==> src/rtl/mem_store_sequencer_if.sv <==
`default_nettype none
// ============================================================================
// mem_store_sequencer_if : MEM-stage store request and DMEM write-port bundle
// Revision : 1.0
// ============================================================================
interface mem_store_sequencer_if #(
  parameter int DATA_WIDTH      = 32,
  parameter int ADDR_WIDTH      = 32,
  parameter int SPLIT_CNT_WIDTH = 16
);
  logic                       req_valid_in;
  logic                       req_ready_out;
  logic [ADDR_WIDTH-1:0]      req_addr_in;
  logic [DATA_WIDTH-1:0]      req_data_in;
  logic [2:0]                 req_func_in;
  logic                       mem_en_out;
  logic                       mem_ready_in;
  logic [ADDR_WIDTH-3:0]      mem_addr_out;
  logic [DATA_WIDTH-1:0]      mem_din_out;
  logic [DATA_WIDTH/8-1:0]    mem_we_out;
  logic                       done_out;
  logic                       err_out;
  logic                       busy_out;
  logic [SPLIT_CNT_WIDTH-1:0] split_count_out;

  modport slave (
    input  req_valid_in, req_addr_in, req_data_in, req_func_in, mem_ready_in,
    output req_ready_out, mem_en_out, mem_addr_out, mem_din_out, mem_we_out,
           done_out, err_out, busy_out, split_count_out
  );

  modport master (
    output req_valid_in, req_addr_in, req_data_in, req_func_in, mem_ready_in,
    input  req_ready_out, mem_en_out, mem_addr_out, mem_din_out, mem_we_out,
           done_out, err_out, busy_out, split_count_out
  );
endinterface
`default_nettype wire

==> src/rtl/mem_store_sequencer.sv <==
`default_nettype none
// ============================================================================
// mem_store_sequencer : splits SB/SH/SW stores into aligned word write beats
// Revision : 1.0
// ============================================================================
module mem_store_sequencer #(
  parameter int DATA_WIDTH      = 32,
  parameter int ADDR_WIDTH      = 32,
  parameter int SPLIT_CNT_WIDTH = 16
) (
  input  wire                   clk,
  input  wire                   rst,
  mem_store_sequencer_if.slave  bus
);
  localparam int c_BYTES = DATA_WIDTH / 8;
  localparam logic [ADDR_WIDTH-3:0]      c_ADDR_ONE  = 1;
  localparam logic [SPLIT_CNT_WIDTH-1:0] c_CNT_ONE   = 1;

  typedef enum logic [1:0] {
    IDLE  = 2'd0,
    BEAT0 = 2'd1,
    BEAT1 = 2'd2,
    ERR   = 2'd3
  } state_t;

  state_t                     r_state;
  logic                       r_mem_en;
  logic [ADDR_WIDTH-3:0]      r_mem_addr;
  logic [DATA_WIDTH-1:0]      r_din;
  logic [c_BYTES-1:0]         r_we;
  logic [DATA_WIDTH-1:0]      r_hi_din;
  logic [c_BYTES-1:0]         r_hi_we;
  logic                       r_split;
  logic [SPLIT_CNT_WIDTH-1:0] r_split_cnt;

  logic                       w_legal;
  logic [c_BYTES-1:0]         w_bmask;
  logic [DATA_WIDTH-1:0]      w_dmasked;
  logic [2*c_BYTES-1:0]       w_mask;
  logic [2*DATA_WIDTH-1:0]    w_data;
  logic                       w_accept;

  always_comb begin
    w_legal   = 1'b1;
    w_bmask   = '0;
    w_dmasked = '0;
    case (bus.req_func_in)
      3'b000: begin
        w_bmask   = 4'h1;
        w_dmasked = {24'h0, bus.req_data_in[7:0]};
      end
      3'b001: begin
        w_bmask   = 4'h3;
        w_dmasked = {16'h0, bus.req_data_in[15:0]};
      end
      3'b010: begin
        w_bmask   = 4'hF;
        w_dmasked = bus.req_data_in;
      end
      default: w_legal = 1'b0;
    endcase
  end

  // Two-word window: low half is beat 0, high half is the spill into the next word.
  assign w_mask   = {{c_BYTES{1'b0}}, w_bmask} << bus.req_addr_in[1:0];
  assign w_data   = {{DATA_WIDTH{1'b0}}, w_dmasked} << {bus.req_addr_in[1:0], 3'b000};
  assign w_accept = bus.req_valid_in && (r_state == IDLE);

  always_ff @(posedge clk) begin
    if (rst) begin
      r_state     <= IDLE;
      r_mem_en    <= 1'b0;
      r_mem_addr  <= '0;
      r_din       <= '0;
      r_we        <= '0;
      r_hi_din    <= '0;
      r_hi_we     <= '0;
      r_split     <= 1'b0;
      r_split_cnt <= '0;
    end else begin
      case (r_state)
        IDLE: begin
          if (w_accept) begin
            if (w_legal) begin
              r_state    <= BEAT0;
              r_mem_en   <= 1'b1;
              r_mem_addr <= bus.req_addr_in[ADDR_WIDTH-1:2];
              r_we       <= w_mask[c_BYTES-1:0];
              r_din      <= w_data[DATA_WIDTH-1:0];
              r_hi_we    <= w_mask[2*c_BYTES-1:c_BYTES];
              r_hi_din   <= w_data[2*DATA_WIDTH-1:DATA_WIDTH];
              r_split    <= |w_mask[2*c_BYTES-1:c_BYTES];
            end else begin
              r_state <= ERR;
            end
          end
        end
        BEAT0: begin
          if (bus.mem_ready_in) begin
            if (r_split) begin
              r_state    <= BEAT1;
              r_mem_addr <= r_mem_addr + c_ADDR_ONE;
              r_we       <= r_hi_we;
              r_din      <= r_hi_din;
            end else begin
              r_state  <= IDLE;
              r_mem_en <= 1'b0;
              r_we     <= '0;
              r_din    <= '0;
            end
          end
        end
        BEAT1: begin
          if (bus.mem_ready_in) begin
            r_state  <= IDLE;
            r_mem_en <= 1'b0;
            r_we     <= '0;
            r_din    <= '0;
            if (r_split_cnt != {SPLIT_CNT_WIDTH{1'b1}})
              r_split_cnt <= r_split_cnt + c_CNT_ONE;
          end
        end
        default: r_state <= IDLE;
      endcase
    end
  end

  // done_out marks the handshake cycle of the final beat, so it follows mem_ready_in.
  assign bus.done_out        = ((r_state == BEAT0) && bus.mem_ready_in && !r_split) ||
                               ((r_state == BEAT1) && bus.mem_ready_in) ||
                               (r_state == ERR);
  assign bus.err_out         = (r_state == ERR);
  assign bus.req_ready_out   = (r_state == IDLE);
  assign bus.busy_out        = (r_state != IDLE);
  assign bus.mem_en_out      = r_mem_en;
  assign bus.mem_addr_out    = r_mem_addr;
  assign bus.mem_din_out     = r_din;
  assign bus.mem_we_out      = r_we;
  assign bus.split_count_out = r_split_cnt;

endmodule
`default_nettype wire

==> src/flat_wrapper.sv <==
// flat-port wrapper written by rule: the top's interface ports become plain ports
module mem_store_sequencer_flat 
#(
  parameter int DATA_WIDTH      = 32,
  parameter int ADDR_WIDTH      = 32,
  parameter int SPLIT_CNT_WIDTH = 16
)
  (clk, rst, bus_req_valid_in, bus_req_addr_in, bus_req_data_in, bus_req_func_in, bus_mem_ready_in, bus_req_ready_out, bus_mem_en_out, bus_mem_addr_out, bus_mem_din_out, bus_mem_we_out, bus_done_out, bus_err_out, bus_busy_out, bus_split_count_out);
  mem_store_sequencer_if #(.DATA_WIDTH(DATA_WIDTH), .ADDR_WIDTH(ADDR_WIDTH), .SPLIT_CNT_WIDTH(SPLIT_CNT_WIDTH)) bus_i ();
  input  wire clk;
  input  wire rst;
  input wire logic [$bits(bus_i.req_valid_in)-1:0] bus_req_valid_in;
  input wire logic [$bits(bus_i.req_addr_in)-1:0] bus_req_addr_in;
  input wire logic [$bits(bus_i.req_data_in)-1:0] bus_req_data_in;
  input wire logic [$bits(bus_i.req_func_in)-1:0] bus_req_func_in;
  input wire logic [$bits(bus_i.mem_ready_in)-1:0] bus_mem_ready_in;
  output wire logic [$bits(bus_i.req_ready_out)-1:0] bus_req_ready_out;
  output wire logic [$bits(bus_i.mem_en_out)-1:0] bus_mem_en_out;
  output wire logic [$bits(bus_i.mem_addr_out)-1:0] bus_mem_addr_out;
  output wire logic [$bits(bus_i.mem_din_out)-1:0] bus_mem_din_out;
  output wire logic [$bits(bus_i.mem_we_out)-1:0] bus_mem_we_out;
  output wire logic [$bits(bus_i.done_out)-1:0] bus_done_out;
  output wire logic [$bits(bus_i.err_out)-1:0] bus_err_out;
  output wire logic [$bits(bus_i.busy_out)-1:0] bus_busy_out;
  output wire logic [$bits(bus_i.split_count_out)-1:0] bus_split_count_out;
  assign bus_i.req_valid_in = bus_req_valid_in;
  assign bus_i.req_addr_in = bus_req_addr_in;
  assign bus_i.req_data_in = bus_req_data_in;
  assign bus_i.req_func_in = bus_req_func_in;
  assign bus_i.mem_ready_in = bus_mem_ready_in;
  assign bus_req_ready_out = bus_i.req_ready_out;
  assign bus_mem_en_out = bus_i.mem_en_out;
  assign bus_mem_addr_out = bus_i.mem_addr_out;
  assign bus_mem_din_out = bus_i.mem_din_out;
  assign bus_mem_we_out = bus_i.mem_we_out;
  assign bus_done_out = bus_i.done_out;
  assign bus_err_out = bus_i.err_out;
  assign bus_busy_out = bus_i.busy_out;
  assign bus_split_count_out = bus_i.split_count_out;
  mem_store_sequencer #(.DATA_WIDTH(DATA_WIDTH), .ADDR_WIDTH(ADDR_WIDTH), .SPLIT_CNT_WIDTH(SPLIT_CNT_WIDTH)) u_core (.clk(clk), .rst(rst), .bus(bus_i));
endmodule
==> config.mk <==
export PLATFORM = sky130hd
export DESIGN_NAME = mem_store_sequencer_flat
export DESIGN_NICKNAME = d
export VERILOG_FILES = /design/src/rtl/mem_store_sequencer_if.sv /design/src/rtl/mem_store_sequencer.sv /design/src/flat_wrapper.sv
export SDC_FILE = /design/constraint.sdc
export NUM_CORES = 1
export LEC_CHECK = 0
export CAP_MARGIN = 20
export CORE_MARGIN = 4
export CORE_UTILIZATION = 49
export DETAILED_ROUTE_END_ITERATION = 16
export GPL_TIMING_DRIVEN = 0
export PLACE_DENSITY_LB_ADDON = 0.25
export SLEW_MARGIN = 0
export SYNTH_ARGS = -nofsm -noshare
export SYNTH_HDL_FRONTEND = slang
export SYNTH_SLANG_ARGS = --single-unit
==> constraint.sdc <==
create_clock -name clk -period 2.5 [get_ports clk]
set_input_delay 0.375 -clock clk [delete_from_list [all_inputs] [get_ports clk]]
set_output_delay 0.375 -clock clk [all_outputs]
set_load 0.02 [all_outputs]
# Word-level counts from Yosys, hierarchy flattened
# Cells that the tools add are included.
op_classes:
  n_addsub: 2
  n_mul: 0
  div_mod_pow: 0
  order_cmp: 0
  eq_ne: 12
  shifts: 2
  muxes: 32
  bitwise_logic: 0
  reduce_logical: 20
ops:
  columns: ["cell", "count"]
  rows:
  - ["$pmux 32 s3", 2]
  - ["$mux 32", 5]
  - ["$mux 30", 4]
  - ["$shl 32x5->64", 1]
  - ["$pmux 30 s2", 1]
  - ["$add 30x1->30 const B", 1]
  - ["$pmux 4 s3", 2]
  - ["$mux 4", 5]
  - ["$add 16x1->16 const B", 1]
  - ["$ne 16x16->1 const B", 1]
  - ["$mux 2", 5]
  - ["$reduce_and 5->1", 2]
  - ["$reduce_and 3->1", 3]
  - ["$shl 4x2->8", 1]
  - ["$mux 1", 6]
  - ["$ne 2x1->1 const B", 3]
  - ["$ne 2x2->1 const B", 3]
  - ["$pmux 2 s3", 1]
  - ["$reduce_and 6->1", 1]
  - ["$eq 2x2->1 const B", 2]
  - ["$logic_and 1x1->1", 4]
  - ["$reduce_bool 2->1", 2]
  - ["$reduce_or 4->1", 1]
  - ["$eq 3x1->1 const B", 1]
  - ["9 further kinds", 10]
totals:
  regBits: 122
  latchBits: 0
  ram_bits: 0
  rom_bits: 0
  inputBits: 71
  out_inout_bits: 87
  elab_cells: 77
  memories: 0

# Depth between registers and ports, before layout
depth:
  ltp_word: 6
  ltp_mapped: 11
  depth_no_buf: 7

# Worst setup path before layout
# Ideal clock, no wire load.
synth_path:
  path_kind: "flip-flop to flip-flop"
  startpoint: "register u_core.r_state[0]"
  endpoint: "register u_core.r_mem_addr[24], in the netlist u_core.bus.mem_addr_out[24]"
  setup_ns: 0.079
  arrival_time_ns: 2.117
  required_time_ns: 2.421
  slack_ns: 0.304
  stages_incl_launch_ff: 11
  path_buffers: 3
  synth_period_minus_slack_ns: 2.196
  path_cell_list: "dfxtp_1 -> inv_1 -> ha_1 -> buf_4 -> inv_1 -> a21o_1 -> buf_6 -> nand2_2 -> buf_4 -> or4_1 -> o211ai_1"
synth_via:
  elab_chain_len: 4
  elab_cells_between_ends: 10
  cone_classes: "5 x eq/ne; 1 x mux; 4 x reduce/logical"
synth_lines:
  columns: ["item", "line", "rtl"]
  rows:
  - ["from (decl)", "mem_store_sequencer.sv:26", "state_t r_state;"]
  - ["from (signal assigned)", "mem_store_sequencer.sv:71", "r_state <= IDLE;"]
  - ["from (signal assigned)", "mem_store_sequencer.sv:85", "r_state <= BEAT0;"]
  - ["from (signal assigned)", "mem_store_sequencer.sv:94", "r_state <= ERR;"]
  - ["$logic_not 2->1 (*)", null, null]
  - ["net bus_req_ready_out", "flat_wrapper.sv:17", "output wire logic [$bits(bus_i.req_ready_out)-1:0] bus_req_ready_out;"]
  - ["$logic_and 1x1->1", "mem_store_sequencer.sv:67", "assign w_accept = bus.req_valid_in && (r_state == IDLE);"]
  - ["$ne 2x1->1 (no source line)", null, null]
  - ["$reduce_and 5->1 (no source line)", null, null]
  - ["to (signal assigned)", "mem_store_sequencer.sv:87", "r_mem_addr <= bus.req_addr_in[ADDR_WIDTH-1:2];"]
  - ["to (signal assigned)", "mem_store_sequencer.sv:102", "r_mem_addr <= r_mem_addr + c_ADDR_ONE;"]
  - ["to (decl)", "mem_store_sequencer.sv:28", "logic [ADDR_WIDTH-3:0] r_mem_addr;"]
# The timed path passes the listed nets; every way through them passes the cells marked *.
# A chain may end at the register's enable or synchronous reset.

# Final worst setup path
layout_path:
  startpoint: "register u_core.r_state[0]"
  endpoint: "register u_core.r_din[23], in the netlist u_core.bus.mem_din_out[23]"
layout_via:
  elab_chain_len: 4
  elab_cells_between_ends: 11
  cone_classes: "6 x eq/ne; 1 x mux; 4 x reduce/logical"
layout_lines:
  columns: ["item", "line", "rtl"]
  rows:
  - ["$logic_not 2->1", "mem_store_sequencer.sv:67, mem_store_sequencer.sv:81", null]
  - ["$logic_and 1x1->1", "mem_store_sequencer.sv:67", null]
  - ["$ne 2x1->1 (no source line)", null, null]
  - ["$reduce_and 5->1 (no source line)", null, null]
  - ["to (signal assigned)", "mem_store_sequencer.sv:89", "r_din <= w_data[DATA_WIDTH-1:0];"]
  - ["to (signal assigned)", "mem_store_sequencer.sv:104", "r_din <= r_hi_din;"]
  - ["to (decl)", "mem_store_sequencer.sv:29", "logic [DATA_WIDTH-1:0] r_din;"]
# Several ways; a longest one is shown, not always the timed one.

==> flow_metrics.env <==
export IMPL_status="completed"
export IMPL_core_area_um2=12110
export IMPL_path_max_fanout=10
export IMPL_grt_pass1_vias=6888
export IMPL_first_pass_iters=6
export IMPL_switchingPower_mw=3.824
export IMPL_clkPwrFrac=0.273
export IMPL_ys_ff_latch=113
export IMPL_timing_fmax_mhz=416.1
export IMPL_synth_most_common_cell="dfxtp_1"
export IMPL_fin_nets=991
export IMPL_synth_fp_nets=822
export IMPL_grt_max_degree=17
export IMPL_vias=7004
export IMPL_start_util=0.5031
export IMPL_end_kind="register"
export IMPL_dieArea_um2=14280
export IMPL_clkTransAtPathRegs_ns=0.06
export IMPL_drt_iter0_drc=816
export IMPL_drc=0
export IMPL_ctsRootBufferMaster="clkbuf_16"
export IMPL_clk_latency_ns=0.41
export IMPL_hpwl_mm=16.92
export IMPL_overflow=0
export IMPL_yosys_area_share_xor_xnor=0.01725
export IMPL_diodes=0
export IMPL_slew_headroom=0.4265
export IMPL_gp_congestion=1.060
export IMPL_cts_max_path_buffers=2
export IMPL_finalCritPeriodShare=0.9613
export IMPL_port_buffers=151
export IMPL_total_power_mw=9.529
export IMPL_postSynth_asyncResetShare=0
export IMPL_worst_pin_slew_ns=0.8523
export IMPL_h_tree_depth=4
export IMPL_cts_tree="yes"
export IMPL_placement_rows=40
export IMPL_synth_area_leaders="dfxtp_1 (37%), nor2_1 (6.5%), o21ai_0 (4.4%), a21oi_1 (4.3%), a22oi_1 (3.0%)"
export IMPL_drv_cap=0
export IMPL_syn_mean_instance_area_um2=8.190
export IMPL_min_delay_path_class="register to register"
export IMPL_clock_sinks=113
export IMPL_synth_compound_area_frac=0.3008
export IMPL_drive_gt1_frac=0.09514
export IMPL_ioPinCount=158
export IMPL_viasPerCell=6.408
export IMPL_yosysTopAreaCell="dfxtp_1"
export IMPL_fp_dieW_um=119.5
export IMPL_yosys_top_cells_count="dfxtp_1 (113), nor2_1 (106), o21ai_0 (54), a21oi_1 (52), clkbuf_1 (35)"
export IMPL_critPathArrivalTime_ns=2.68
export IMPL_syn2layout_area_growth_pct=39.73
export IMPL_peakVddDrop_uv=677.9
export IMPL_stdcell_area_um2=8514
export IMPL_yosysWarnings=0
export IMPL_grt_usage=0.3244
export IMPL_detail_route_wl_per_cell_um=21.29
export IMPL_syn_area_um2=6093
export IMPL_finalClockSkew_ns=0.007018
export IMPL_path_class="register to register"
export IMPL_pwr_density_cell_nw_per_um2=1119
export IMPL_synth_mux_area_frac=0.02793
export IMPL_slew_viol_final=0
export IMPL_intPower_mw=5.705
export IMPL_ant_nets=0
export IMPL_fin_crit_ns=2.403
export IMPL_placed_cell_area_um2=7815
export IMPL_power_frac_seq=0.284
export IMPL_synth_top_family_by_area="compound AO/OA/AOI/OAI gates"
export IMPL_setup_viol=0
export IMPL_crit_path_start_kind="register"
export IMPL_cts_buffers=17
export IMPL_synth_top_area_frac=0.3713
export IMPL_finalHoldViolCount=0
export IMPL_synthAdderAreaFrac=0.01437
export IMPL_synth_edf_count=0
export IMPL_ys_seq_area_frac=0.3713
export IMPL_rsz0062_at_grt="true"
export IMPL_combPwrFrac=0.443
export IMPL_die_h_um=119.5
export IMPL_synth_ff_type="dfxtp_1"
export IMPL_required_ns=2.78
export IMPL_hold_buffers=0
export IMPL_power_leakage_nw=3.022
export IMPL_synthSimpleGateAreaFrac=0.2172
export IMPL_wl_mm=23.27
export IMPL_grt_pass1_wl_mm=37.00
export IMPL_synthCells=744
export IMPL_antenna_found_initial=0
export IMPL_p_sw_frac=0.4013
export IMPL_synth_cell_type_count=75
registers in the layout (all words and copies together), names as in the netlist:
signal	flops
u_core.bus.mem_addr_out	30
u_core.bus.mem_din_out	32
u_core.bus.mem_en_out	1
u_core.bus.mem_we_out	4
u_core.bus.split_count_out	16
u_core.r_hi_din	24
u_core.r_hi_we	3
u_core.r_split	1
u_core.r_state	2
power by group through the flow:
stage               Clock [mW]  Combinational [mW]  Sequential, mW
floorplan                    0                1.89            3.14
global placement             0                4.01            2.69
detailed placement           0                4.08            2.71
CTS                       2.61                4.12            2.68
global route              2.71                4.52            2.77
finish                    2.60                4.22            2.70
metrics by stage:
stage	worst slack, ns	utilization	hold WS (ns)	instances	TNS, ns
after floorplan	0.3039	-	0.4416	744	0
after global placement	-0.7031	0.6452	0.4670	1063	-3.354
after detailed placement	-0.7636	0.6452	0.4765	1063	-4.369
after CTS	0.002689	0.6993	0.4879	1094	0
after global routing	-0.002612	0.7030	0.5210	1093	-0.002612
final	0.09668	0.7030	0.4930	1093	0
cell type report:
cell class / count / area (um2)
timing repair buffer: 153 / 1524
clock buffer: 19 / 452.9
fill: 987 / 3597
multi-input combinational: 562 / 3557
tap: 168 / 210.2
sequential: 113 / 2262
clock inverter: 12 / 183.9
buffer: 54 / 275.3
inverter: 12 / 48.80
per-layer routing:
metal,GRT usage,vias to the layer above,routed length (um)
met3,0.08812,53,2466
met1,0.4285,3311,9578
li1,-,3169,-
met4,0.1246,0,613
met5,0,-,0
met2,0.5067,471,10610
cell usage in the layout (no fill, tap or decap), types with 6 or more instances in the layout:
cell type / instances
a211oi_1: 9
a21oi_1: 52
a221oi_1: 18
a222oi_1: 8
a22oi_1: 24
a31oi_1: 11
a32oi_1: 7
and2_1: 6
and3_1: 12
and4_1: 6
buf_2: 9
buf_4: 7
clkbuf_1: 26
clkbuf_16: 17
clkdlybuf4s50_1: 149
clkinvlp_4: 6
dfxtp_1: 113
ha_1: 6
inv_1: 10
mux2i_1: 17
nand2_1: 32
nand3_1: 21
nand4_1: 17
nor2_1: 105
nor3_1: 12
nor4_1: 13
o211ai_1: 10
o21a_1: 6
o21ai_0: 54
o21ai_1: 10
o22ai_1: 8
xor2_1: 12
critical path: stages, from the launching register on:
cell and delay (ns):
dfxtp_1 0.38, inv_1 0.10, ha_1 0.43, and3_1 0.40
buf_2 0.28, a222oi_1 0.53, a21oi_1 0.14
final timing paths:
check | from | to | slack [ns] | depth (start not counted)
setup / recovery | u_core.r_state[0] | u_core.bus.mem_din_out[23] | 0.1 | 6
hold / removal | u_core.r_hi_din[12] | u_core.r_hi_din[12] | 0.49 | 2
setup reg to reg | u_core.r_state[0] | u_core.bus.mem_din_out[23] | 0.1 | 6
hold reg to reg | u_core.r_hi_din[12] | u_core.r_hi_din[12] | 0.49 | 2
cells by family after synthesis:
logic type,Yosys count
DFF,113
and+or+nand+nor,261
buffers and inverters,69
AOI/OAI and AO/OA,265
xor gates and xnor gates,12
adders and majority gates,7
muxes,17
timing repair:
| action | CTS | global route |
|---|---|---|
| buffers inserted | 1 | 1 |
| setup endpoints to repair | 15 | 59 |
| gates resized for setup | 11 | 19 |
| cloned | 0 | 0 |
| pin swaps | 1 | 1 |
Note: power is estimated with default switching activity, not from simulation.
